`src/rtl/bit_scatter256.sv`:
```
// bit_scatter256: bit-addressable 256-bit vector store.
// Writes single bits (SET/CLR), streams a burst of bits from a start index
// with auto-increment (wrapping), or sweep-clears the vector CLR_GROUP bits
// per cycle. vec[0] is the bit selected by index 0 in the select tree.
//
// Ports:
//   clk, rst_n            clock, asynchronous active-low reset
//   cmd_valid/cmd_ready   command handshake (ready only in IDLE)
//   cmd_op                00 SET, 01 CLR, 10 BURST, 11 SWEEP-CLEAR
//   cmd_addr              bit index (SET/CLR) or burst start index
//   cmd_len               burst length minus one
//   bit_valid/bit_ready   burst data handshake (ready only in BURST)
//   bit_data              burst data bit
//   vec                   stored vector [0:N_BITS-1], registered
//   busy                  high in BURST or SWEEP
//   done                  one-cycle pulse after each completed command
module bit_scatter256 #(
    parameter int unsigned N_BITS    = 256,
    parameter int unsigned ADDR_W    = 8,
    parameter int unsigned CLR_GROUP = 16
) (
    input  logic                clk,
    input  logic                rst_n,
    input  logic                cmd_valid,
    output logic                cmd_ready,
    input  logic [1:0]          cmd_op,
    input  logic [ADDR_W-1:0]   cmd_addr,
    input  logic [ADDR_W-1:0]   cmd_len,
    input  logic                bit_valid,
    input  logic                bit_data,
    output logic                bit_ready,
    output logic [0:N_BITS-1]   vec,
    output logic                busy,
    output logic                done
);

    localparam int unsigned N_GRP = N_BITS / CLR_GROUP;
    localparam int unsigned GRP_W = (N_GRP > 1) ? $clog2(N_GRP) : 1;

    typedef enum logic [1:0] {
        S_IDLE  = 2'b00,
        S_BURST = 2'b01,
        S_SWEEP = 2'b10
    } state_t;

    typedef enum logic [1:0] {
        OP_SET   = 2'b00,
        OP_CLR   = 2'b01,
        OP_BURST = 2'b10,
        OP_SWEEP = 2'b11
    } op_t;

    state_t             state, state_nxt;
    op_t                op;
    logic [ADDR_W-1:0]  ptr, ptr_nxt;
    logic [ADDR_W-1:0]  rem, rem_nxt;
    logic [GRP_W-1:0]   grp, grp_nxt;
    logic               done_nxt;
    logic               wr_en;
    logic [ADDR_W-1:0]  wr_idx;
    logic               wr_val;
    logic               clr_en;

    assign op = op_t'(cmd_op);

    // State register
    always_ff @(posedge clk or negedge rst_n) begin
        if (!rst_n) begin
            state <= S_IDLE;
        end else begin
            state <= state_nxt;
        end
    end

    // Next state, datapath controls and done
    always_comb begin
        state_nxt = state;
        ptr_nxt   = ptr;
        rem_nxt   = rem;
        grp_nxt   = grp;
        done_nxt  = 1'b0;
        wr_en     = 1'b0;
        wr_idx    = ptr;
        wr_val    = bit_data;
        clr_en    = 1'b0;
        case (state)
            S_IDLE: begin
                if (cmd_valid) begin
                    case (op)
                        OP_SET, OP_CLR: begin
                            wr_en    = 1'b1;
                            wr_idx   = cmd_addr;
                            wr_val   = (op == OP_SET);
                            done_nxt = 1'b1;
                        end
                        OP_BURST: begin
                            ptr_nxt   = cmd_addr;
                            rem_nxt   = cmd_len;
                            state_nxt = S_BURST;
                        end
                        OP_SWEEP: begin
                            grp_nxt   = '0;
                            state_nxt = S_SWEEP;
                        end
                        default: state_nxt = S_IDLE;
                    endcase
                end
            end
            S_BURST: begin
                if (bit_valid) begin
                    wr_en   = 1'b1;
                    // ptr wraps naturally since N_BITS == 2**ADDR_W
                    ptr_nxt = ptr + ADDR_W'(1);
                    if (rem == '0) begin
                        state_nxt = S_IDLE;
                        done_nxt  = 1'b1;
                    end else begin
                        rem_nxt = rem - ADDR_W'(1);
                    end
                end
            end
            S_SWEEP: begin
                clr_en  = 1'b1;
                grp_nxt = grp + GRP_W'(1);
                if (grp == GRP_W'(N_GRP - 1)) begin
                    state_nxt = S_IDLE;
                    done_nxt  = 1'b1;
                end
            end
            default: state_nxt = S_IDLE;
        endcase
    end

    // Burst pointer, remaining count and sweep group
    always_ff @(posedge clk or negedge rst_n) begin
        if (!rst_n) begin
            ptr <= '0;
            rem <= '0;
            grp <= '0;
        end else begin
            ptr <= ptr_nxt;
            rem <= rem_nxt;
            grp <= grp_nxt;
        end
    end

    // Status outputs registered from the next state so they track state
    always_ff @(posedge clk or negedge rst_n) begin
        if (!rst_n) begin
            cmd_ready <= 1'b1;
            bit_ready <= 1'b0;
            busy      <= 1'b0;
            done      <= 1'b0;
        end else begin
            cmd_ready <= (state_nxt == S_IDLE);
            bit_ready <= (state_nxt == S_BURST);
            busy      <= (state_nxt != S_IDLE);
            done      <= done_nxt;
        end
    end

    // Vector storage: single-bit write or one group cleared per sweep cycle
    always_ff @(posedge clk or negedge rst_n) begin
        if (!rst_n) begin
            vec <= '0;
        end else begin
            if (wr_en) begin
                vec[wr_idx] <= wr_val;
            end
            for (int g = 0; g < int'(N_GRP); g++) begin
                if (clr_en && (grp == GRP_W'(g))) begin
                    vec[g*CLR_GROUP +: CLR_GROUP] <= '0;
                end
            end
        end
    end

endmodule

```
`config.mk`:
```
export PLATFORM = sky130hd
export DESIGN_NAME = bit_scatter256
export DESIGN_NICKNAME = d
export VERILOG_FILES = /design/src/rtl/bit_scatter256.sv
export SDC_FILE = /design/constraint.sdc
export NUM_CORES = 1
export LEC_CHECK = 0
export BUFFER_PORTS_ARGS = -buffer_cell sky130_fd_sc_hd__clkbuf_2
export CAP_MARGIN = 15
export CORE_MARGIN = 4
export CORE_UTILIZATION = 45
export DETAILED_ROUTE_END_ITERATION = 16
export PLACE_DENSITY = 0.67
export SYNTH_ARGS = -nofsm -noshare
export SYNTH_HDL_FRONTEND = slang
export SYNTH_SLANG_ARGS = --single-unit
```
`constraint.sdc`:
```
create_clock -name clk -period 2.9 [get_ports clk]
set_clock_uncertainty 0.05 [all_clocks]
set_input_delay 0.145 -clock clk [delete_from_list [all_inputs] [get_ports clk]]
set_output_delay 0.145 -clock clk [all_outputs]
set_load 0.005 [all_outputs]
```
==> results of run 1 <==
==> report_power, final <==
group / leakage (nW) / switching [mW] / internal, mW / total [mW]
combinational: 6.18 / 4.24 / 2.83 / 7.07
sequential: 3.10 / 1.37 / 5.68 / 7.05
clock: 0.539 / 1.71 / 2.54 / 4.25
total: 9.82 / 7.32 / 11.1 / 18.4
==> flip-flops by register name (all words and copies together) (netlist names) <==
signal     count
state          2
vec          256
done           1
cmd_ready      1
grp            4
bit_ready      1
ptr            8
busy           1
rem            8
==> logic make-up after synthesis <==
group | Yosys count | synth area share, %
AND/OR/NAND/NOR | 684 | 22.8
multiplexers | 295 | 21.1
flip-flops | 282 | 46.9
buffers and inverters | 151 | 5.20
AO/OA/AOI/OAI | 78 | 3.36
adder cells (fa/ha/maj) | 6 | 0.499
XOR/XNOR | 1 | 0.0583
==> per-layer routing <==
layer	vias up	routed length (um)	track usage (%)
met4	2	1690	8.04
met1	6270	20300	35.1
li1	5721	-	-
met2	533	22600	41.6
met3	111	3910	6.24
met5	-	13	0
==> per-stage QoR <==
step	utilization [%]	setup slack [ps]
finish	54.9	190
global route	54.9	44.0
CTS	54.9	176
detailed placement	51.1	213
global placement	51.1	302
floorplan	-	780
==> worst max path at each step <==
stage                     startpoint        to  slack [ps]  cells after the start
after floorplan             state[1]   vec[17]         780                      7
after global placement      state[1]  vec[192]         300                      4
after detailed placement    state[1]  vec[226]         210                      4
after CTS                   state[1]  vec[201]         180                      4
after global routing        state[1]  vec[226]          40                      4
final                       state[1]   vec[11]         190                      4
==> Yosys cell counts (all sizes together), types with 13 or more instances <==
master / count / area (um2)
a21oi: 20 / 100
buf: 66 / 463
clkbuf: 77 / 289
dfrtp: 281 / 7030
mux2: 22 / 285
mux2i: 273 / 2900
nand2: 310 / 1160
nand3: 242 / 1230
nand4b: 16 / 140
nor2: 13 / 48.8
nor3: 17 / 128
nor4b: 18 / 164
nor4bb: 24 / 240
o211ai: 27 / 203
==> worst register-to-register path: cells and delay by family, from the launching register on <==
family | cells | cell delay (ps)
AND/OR/NAND/NOR | 2 | 1170
multiplexers | 2 | 1020
flip-flops | 1 | 370
==> final cells by class <==
type,instances,area share (%)
Clock inverter,14,1.15
Multi-Input combinational cell,1064,40.1
Sequential cell,282,39.2
Inverter,8,0.167
Clock buffer,44,5.02
Tap cell,442,3.07
Timing Repair Buffer,343,11.3
==> repair_timing <==
| action | CTS | global route |
|---|---|---|
| hold endpoints to repair | 113 | 0 |
| hold buffers | 14 | 0 |
| gates resized for setup | 0 | 0 |
==> summary.md, run 1 <==
| Metric | Value |
|---|---|
| GP Congestion | a little over 0.8 |
| Highest-count cells in the layout ignoring fill and taps | nand2_1, dfrtp_1, clkbuf_2 |
| WP data required | 3330 ps |
| Post CTS Setup Buffer Count | 0 |
| Crit path buffers/inverters | 0 |
| DR WL/cell | 22.1 um |
| Synth cell types | 52 |
| CP Capture Type | flip-flop |
| Final Hold Viols | 0 |
| Die Wd | 191 um |
| Starting Density | 45.9% |
| Post-synthesis cell area | 0.0150 mm2 |
| Placed Area | 0.0168 mm2 |
| Asr flop ratio synth | 100% |
| CORE AREA | 0.0328 mm2 |
| Hold EP | ptr[1] |
| Clk_lat worst skew | roughly 570 ps |
| Die height | 191 um |
| Total wire length | about 49 mm |
| Max Fclk | between 0.3 and 0.4 GHz |
| Reg clk slew, reported paths | around 60 ps |
| Crit-path max cell delay | around 700 ps |
| Antenna Nets Post-Route | 0 |
| Flop-to-flop setup slack | approximately 190 ps |
| Die footprint | ~0.036 mm2 |
| Multi-input gate area | 0.00722 mm2 |
| Synth Net Count | 1526 |
| Register area share after synthesis | between 40% and 50% |
| FF/Latch Area | 0.00706 mm2 |
| Most common cell after layout, fill and taps aside | nand2_1 |
| Synthesis-to-finish area growth | 19.7% |
| RSZ-0062 raised after global routing | no |
| Initial antenna violation count | 1 |
| Via Count | 12.6k |
| Largest net degree at the start of global routing | 105 |
| Critical Path, Cell by Cell | or4b_4 -> mux2i_4 -> nand2_1 -> mux2i_1 |
| #FFs+latches synth | 282 |
| Max-capacitance violation count | 0 |
| Hold_sp | cmd_addr[1] |
| Filler Cells Inserted | about 3k |
| Ys flop type | dfrtp_1 |
| Power per cell area | just over 1000 mW/mm2 |
| Vias in the first global route | roughly 13k |
| GRT overflow | 0 |
| Outcome | complete, no violations |
| Hold Path Depth | 3 |
| Root Buffer | clkbuf_16 |
| CP max stage cell | mux2i_4 |
| Setup CP Type | reg -> reg |
| Cell family with the largest share of critical-path delay | simple AND/OR/NAND/NOR gates |
| Reg2reg start | state[1] |
| Diodes inserted | 0 |
| H-tree levels | 1 |
| Min Hold Slack | 62.0 ps |
| Share of layout cells above drive strength 1 | 24.8% |
| Pwr Total | roughly 18 mW |
| Avg Vias per Cell | 5.75 |
| Slew Limit Headroom | 45.3% |
| Hold WC Path Type | in -> reg |
| Max Slew Vio Count | 0 |
| Nets | 1759 |
| Placed cells | 2125 |
| Count of final setup violators | 0 |
| Pre-antenna DRT Iters | 5 |
| Synth warn | 0 |
| WP data arrival | 3140 ps |
| Worst reg2reg endpoint | vec[11] |
| Setup TNS | 0 ps |
| I/O pins | 283 |
| Synth Instances | 1497 |
| Buffers on Ports | 282 |
| Final cell count without fillers | around 2.2k |
| R2r worst-path depth | 4 |
| Leak | 9.82 nW |
| DRC violations left | 0 |
| GR Util All Layers | 26.0% |
| Maximum vdd drop | 603 uV |
| Sink Count | approximately 280 |
| Clock tree buffer depth | 3 |
| Min Tclk post-route | 2710 ps |
| Global-route wire length before repair | 74.8 mm |
| Avg Cell Area, Syn | 10.0 um2 |
| Design Area, Final | 0.0180 mm2 |
| Row count | between 60 and 70 |
| Post-synth EDFFs | 0 |
| Cts bufs inserted | 31 |
| HPWL after DPL | 31.3 mm |
| Critical-path maximum fanout | 16 |
| Initial DRC count | 1319 |
| Actual slew at the worst max-slew pin | 804 ps |
| Final Cycle Share | 93.5% |
| Startpoint types | flip-flop |
| CTS tree | done |
Note: power is estimated with default switching activity, not from simulation.
==> inputs of run 2 (changes only) <==
--- a/config.mk
+++ b/config.mk
@@ -10,6 +10,7 @@
 export CORE_MARGIN = 4
 export CORE_UTILIZATION = 45
 export DETAILED_ROUTE_END_ITERATION = 16
+export MAX_ROUTING_LAYER = met4
 export PLACE_DENSITY = 0.67
 export SYNTH_ARGS = -nofsm -noshare
 export SYNTH_HDL_FRONTEND = slang
==> run 2 against run 1 <==
Combinational power barely moved; critical path type unchanged; global-route usage rose by 0.77 points; register-to-register slack improved by 20 ps; highest routed layer is now met4; final cell count barely moved; maximum frequency rose by 0.71%; non-clock buffer count did not move.
==> summary.md, run 2 (synthesis results as in run 1) <==
| Metric | Value |
|---|---|
| Buffers on Ports | 282 (unchanged) |
| Worst reg2reg endpoint | vec[11] (unchanged) |
| Met3 global-route usage | 5.57% (was 6.24%) |
| Max Fclk | 0.372 GHz (was 0.369 GHz) |
| Global route hottest layer | met2 (unchanged) |
| Min Tclk post-route | 2690 ps (was 2710 ps) |
| Final Hold Viols | 0 (unchanged) |
| DRC violations left | 0 (unchanged) |
| Startpoint types | flip-flop (unchanged) |
| CORE AREA | 0.0328 mm2 (unchanged) |
| Total wire length | 48.6 mm (was 48.5 mm) |
| Max Slew Vio Count | 0 (unchanged) |
| Pwr Total | 18.4 mW (about the same) |
| Actual slew at the worst max-slew pin | 831 ps (was 804 ps) |
| Placed Area | 0.0168 mm2 (unchanged) |
| CTS tree | done (unchanged) |
| Row count | 66 (unchanged) |
| Starting Density | 45.9% (unchanged) |
| Cts bufs inserted | 31 (unchanged) |
| Initial antenna violation count | 1 (unchanged) |
| Critical-path maximum fanout | 16 (unchanged) |
| Clock tree buffer depth | 3 (unchanged) |
| Post_cts resized | 0 (unchanged) |
| Max reg flops | 256 (unchanged) |
| Reg clk slew, reported paths | 60 ps (about the same) |
| Hold_sp | cmd_addr[0] (was cmd_addr[1]) |
| Die height | 191 um (unchanged) |
| Top Registers | vec (256), ptr (8), rem (8) (unchanged) |
| Synthesis-to-finish area growth | 19.7% (about the same) |
| Pre-antenna DRT Iters | 5 (unchanged) |
| Count of final setup violators | 0 (unchanged) |
| Highest-count cells in the layout ignoring fill and taps | nand2_1, dfrtp_1, clkbuf_2 (unchanged) |
| Nets | 1759 (unchanged) |
| Leak | 9.82 nW (unchanged) |
| DR WL/cell | 22.1 um (about the same) |
| Share of layout cells above drive strength 1 | 24.8% (unchanged) |
| RSZ-0062 raised after global routing | no (unchanged) |
| Hold Path Depth | 3 (unchanged) |
| Sink Count | 282 (unchanged) |
| Setup TNS | 0 ps (unchanged) |
| Largest net degree at the start of global routing | 105 (unchanged) |
| Vias in the first global route | 12.6k (about the same) |
| Die Wd | 191 um (unchanged) |
| Setup CP Type | reg -> reg (unchanged) |
| WP data arrival | 3120 ps (was 3140 ps) |
| Slew Limit Headroom | 44.6% (was 45.3%) |
| Power per cell area | 1020 mW/mm2 (about the same) |
| Flop-to-flop setup slack | 210 ps (was 190 ps) |
| Clk_lat worst skew | 570 ps (about the same) |
| R2r worst-path depth | 4 (unchanged) |
| Global-route wire length before repair | 74.9 mm (was 74.8 mm) |
| Post CTS Setup Buffer Count | 0 (unchanged) |
| Maximum vdd drop | 599 uV (was 603 uV) |
| GR Util met1 | 35.4% (was 35.1%) |
| H-tree levels | 1 (unchanged) |
| CP Capture Type | flip-flop (unchanged) |
| WP data required | 3330 ps (about the same) |
| M2 GR Usage | 41.8% (was 41.6%) |
| Root Buffer | clkbuf_16 (unchanged) |
| Filler Cells Inserted | 2943 (was 2942) |
| Hold WC Path Type | in -> reg (unchanged) |
| HPWL after DPL | 31.3 mm (unchanged) |
| Hold EP | ptr[0] (was ptr[1]) |
| Die footprint | 0.0364 mm2 (unchanged) |
| GP Congestion | 0.838 (was 0.826) |
| Largest reg by FF count | vec (unchanged) |
| Reg2reg start | state[1] (unchanged) |
| Max-capacitance violation count | 0 (unchanged) |
| CTS Hold Bufs | 14 (unchanged) |
| Outcome | complete, no violations (unchanged) |
| GRT overflow | 0 (unchanged) |
| Via Count | 12.7k (was 12.6k) |
| I/O pins | 283 (unchanged) |
| Design Area, Final | 0.0180 mm2 (about the same) |
| Antenna Nets Post-Route | 0 (unchanged) |
| Most common cell after layout, fill and taps aside | nand2_1 (unchanged) |
| Initial DRC count | 1275 (was 1319) |
| Final Cycle Share | 92.8% (was 93.5%) |
| GR Util All Layers | 26.7% (was 26.0%) |
| Avg Vias per Cell | 5.77 (was 5.75) |
-- run 2: cell count changes in the layout (fill, tap and decap cells not counted) --
| cell | before | now |
|---|---|---|
| diode_2 | 0 | 1 |
-- run 2: worst max path at each step --
stage               startpoint  endpoint
finish                state[1]   vec[11]
global route          state[1]  vec[226]
CTS                   state[1]  vec[201]
detailed placement    state[1]  vec[226]
global placement      state[1]  vec[192]
floorplan             state[1]   vec[17]
-- run 2: layout make-up --
cell class | count | area [um2] | area share (%)
antenna | 1 | 2.50 | 0.0139
clock buffer | 44 | 905 | 5.02
clock inverter | 14 | 208 | 1.15
inverter | 8 | 30.0 | 0.167
multi-input combinational | 1064 | 7220 | 40.1
sequential | 282 | 7060 | 39.2
tap | 442 | 553 | 3.07
timing repair buffer | 343 | 2030 | 11.3
-- run 2: power by group --
group | switching [mW] | internal (mW) | total [mW]
logic | 4.25 | 2.83 | 7.08
clock network | 1.71 | 2.54 | 4.26
registers | 1.37 | 5.68 | 7.06
total | 7.34 | 11.1 | 18.4
-- run 2: worst max-delay path: stages (launching register included) --
cell and delay [ps]:
dfrtp_1 380, or4b_4 630, mux2i_4 690, nand2_1 520, mux2i_1 320
-- run 2: per-layer routing --
metal | vias to the layer above | wire length (um)
li1 | 5726 | -
met1 | 6325 | 20300
met2 | 538 | 22800
met3 | 98 | 3900
met4 | 0 | 1580
met5 | - | 0
-- run 2: per-stage QoR --
step | std cells | utilization, % | setup slack (ps) | hold slack [ps]
2_1_floorplan | 1497 | - | 780 | -201
3_3_place_gp | 2125 | 51.1 | 302 | 121
3_5_place_dp | 2125 | 51.1 | 213 | 129
4_1_cts | 2197 | 54.9 | 176 | 42.8
5_1_grt | 2198 | 54.9 | 44.0 | 71.8
6_report | 2198 | 54.9 | 209 | 61.1
==> inputs of run 3 (changes only) <==
--- a/config.mk
+++ b/config.mk
@@ -8,10 +8,10 @@
 export BUFFER_PORTS_ARGS = -buffer_cell sky130_fd_sc_hd__clkbuf_2
 export CAP_MARGIN = 15
 export CORE_MARGIN = 4
-export CORE_UTILIZATION = 45
+export CORE_UTILIZATION = 56
 export DETAILED_ROUTE_END_ITERATION = 16
 export MAX_ROUTING_LAYER = met4
-export PLACE_DENSITY = 0.67
+export PLACE_DENSITY = 0.8
 export SYNTH_ARGS = -nofsm -noshare
 export SYNTH_HDL_FRONTEND = slang
 export SYNTH_SLANG_ARGS = --single-unit
==> constraint.sdc (replaced) <==
create_clock -name clk -period 2.9 [get_ports clk]
set_clock_uncertainty 0.05 [all_clocks]
set_input_delay 0.87 -clock clk [delete_from_list [all_inputs] [get_ports clk]]
set_output_delay 0.87 -clock clk [all_outputs]
set_load 0.005 [all_outputs]
==> run 3 against run 2 <==
Core utilization up 14 points; flip-flop and latch count unchanged; final cell count decreased by 4.7%; clock power fell by 8.2%; maximum frequency is 1.7% higher; non-clock buffer count grew 9; first-iteration DRC count grew 29%; global-route usage up 4.9 points; count of clock-buffer cells in the layout fell by 5; critical path type is now in -> reg.
==> summary.md, run 3 (synthesis results as in run 1) <==
| Metric | Value |
|---|---|
| Die footprint | 0.0295 mm2 (was 0.0364 mm2) |
| CP Capture Type | flip-flop (unchanged) |
| Largest net degree at the start of global routing | 62 (was 105) |
| Leak | 9.86 nW (was 9.82 nW) |
| Avg Vias per Cell | 6.19 (was 5.77) |
| WP data required | 3320 ps (was 3330 ps) |
| Actual slew at the worst max-slew pin | 884 ps (was 831 ps) |
| CTS Hold Bufs | 0 (was 14) |
| GR Util All Layers | 31.7% (was 26.7%) |
| Worst reg2reg endpoint | vec[251] (was vec[11]) |
| Design Area, Final | 0.0179 mm2 (was 0.0180 mm2) |
| Power per cell area | 1020 mW/mm2 (about the same) |
| Max Slew Vio Count | 0 (unchanged) |
| Buffers on Ports | 282 (unchanged) |
| Filler Cells Inserted | 1982 (was 2943) |
| CTS tree | done (unchanged) |
| Highest-count cells in the layout ignoring fill and taps | nand2_1, dfrtp_1, clkbuf_2 (unchanged) |
| Post-route setup slack | 253 ps (was 209 ps) |
| Most common cell after layout, fill and taps aside | nand2_1 (unchanged) |
| Max-capacitance violation count | 0 (unchanged) |
| Maximum vdd drop | 554 uV (was 599 uV) |
| Post CTS Setup Buffer Count | 0 (unchanged) |
| Dpl ws | -298 ps (was 213 ps) |
| Critical-path maximum fanout | 16 (unchanged) |
| Final Hold Viols | 0 (unchanged) |
| R2r worst-path depth | 4 (unchanged) |
| Die height | 172 um (was 191 um) |
| Post_cts resized | 0 (unchanged) |
| Outcome | complete, no violations (unchanged) |
| CORE AREA | 0.0262 mm2 (was 0.0328 mm2) |
| Setup CP Type | in -> reg (was reg -> reg) |
| Via Count | 13.0k (was 12.7k) |
| Final cell count without fillers | 2095 (was 2198) |
| Initial antenna violation count | 2 (was 1) |
| DRC violations left | 0 (unchanged) |
| Total wire length | 46.6 mm (was 48.6 mm) |
| HPWL after DPL | 30.2 mm (was 31.3 mm) |
| Hold WC Path Type | in -> async (was in -> reg) |
| Global-route wire length before repair | 71.9 mm (was 74.9 mm) |
| Flop-to-flop setup slack | 290 ps (was 210 ps) |
| Initial DRC count | 1648 (was 1275) |
| Reg clk slew, reported paths | 60 ps (about the same) |
| Synthesis-to-finish area growth | 19.3% (was 19.7%) |
| Antenna Nets Post-Route | 0 (unchanged) |
| DR WL/cell | 22.2 um (was 22.1 um) |
| Sink Count | 282 (unchanged) |
| Setup TNS | 0 ps (unchanged) |
| Max reg flops | 256 (unchanged) |
| Slew Limit Headroom | 41.1% (was 44.6%) |
| Nets | 1766 (was 1759) |
| WP data arrival | 3060 ps (was 3120 ps) |
| Die Wd | 172 um (was 191 um) |
| Pre-antenna DRT Iters | 6 (was 5) |
| Root Buffer | clkbuf_16 (unchanged) |
| GRT overflow | 0 (unchanged) |
| GP Congestion | 0.865 (was 0.838) |
| Placed Area | 0.0169 mm2 (was 0.0168 mm2) |
| H-tree levels | 1 (unchanged) |
| Clk_lat worst skew | 560 ps (was 570 ps) |
| Layout Utilization | 68.4% (was 54.9%) |
| Final Cycle Share | 91.3% (was 92.8%) |
| Share of layout cells above drive strength 1 | 25.7% (was 24.8%) |
| Reg2reg start | state[1] (unchanged) |
| Starting Density | 57.4% (was 45.9%) |
| RSZ-0062 raised after global routing | no (unchanged) |
| Top Registers | vec (256), ptr (8), rem (8) (unchanged) |
| Clock tree buffer depth | 3 (unchanged) |
| Min Tclk post-route | 2650 ps (was 2690 ps) |
| Vias in the first global route | 12.6k (about the same) |
| Count of final setup violators | 0 (unchanged) |
| Row count | 59 (was 66) |
| I/O pins | 283 (unchanged) |
| Max Fclk | 0.378 GHz (was 0.372 GHz) |
| Placed cells | 2041 (was 2125) |
| Cts bufs inserted | 29 (was 31) |
| Largest reg by FF count | vec (unchanged) |
| Startpoint types | input port (was flip-flop) |
-- run 3: cell count changes in the layout (fill, tap and decap cells not counted) --
cell           previous run  this run
buf_12                    9        21
buf_4                    38        49
clkbuf_1                  5         6
clkbuf_16                31        29
clkbuf_8                  8         4
clkinv_2                  4         5
clkinv_8                  1         0
diode_2                   1         2
dlygate4sd3_1            14         0
inv_6                     1         0
-- run 3: worst max-delay path, cell delays in order --
cell and delay [ps]:
clkbuf_2 90, or4b_4 610, mux2i_4 640, nand2_1 510, mux2i_1 320
-- run 3: how the worst max path moves through the flow --
stage              start        to  slack, ps
3_5_place_dp   cmd_op[1]  vec[170]       -300
2_1_floorplan  cmd_op[1]   vec[17]        280
5_1_grt        cmd_op[1]   vec[99]        150
4_1_cts        cmd_op[1]  vec[251]        290
6_report       cmd_op[1]  vec[251]        250
3_3_place_gp   cmd_op[1]  vec[207]       -160
-- run 3: layout make-up --
| type | instances | area (um2) | share of cell area, % |
|---|---|---|---|
| Multi-Input combinational cell | 1064 | 7220 | 40.3 |
| Tap cell | 335 | 419 | 2.34 |
| Antenna cell | 2 | 5.00 | 0.0279 |
| Inverter | 8 | 30.0 | 0.167 |
| Sequential cell | 282 | 7060 | 39.3 |
| Clock inverter | 13 | 188 | 1.05 |
| Timing Repair Buffer | 352 | 2210 | 12.3 |
| Clock buffer | 39 | 803 | 4.48 |
-- run 3: per-layer routing --
metal | up-vias | track usage, % | part of all wire, %
li1 | 5730 | - | -
met1 | 6462 | 43.4 | 41
met2 | 634 | 47.5 | 47
met3 | 132 | 6.29 | 8.8
met4 | 0 | 11.4 | 3.8
met5 | - | - | 0
-- run 3: report_power, final --
| part | switching (mW) | internal (mW) |
|---|---|---|
| Sequential | 1.37 | 5.68 |
| Clock | 1.61 | 2.30 |
| Combinational | 4.29 | 3.02 |
-- run 3: through the flow --
| step | power, mW | hold WS, ps |
|---|---|---|
| 2_1_floorplan | 10.7 | 407 |
| 3_5_place_dp | 14.3 | 434 |
| 5_1_grt | 19.3 | 218 |
| 3_3_place_gp | 14.0 | 435 |
| 6_report | 18.3 | 191 |
| 4_1_cts | 18.2 | 195 |
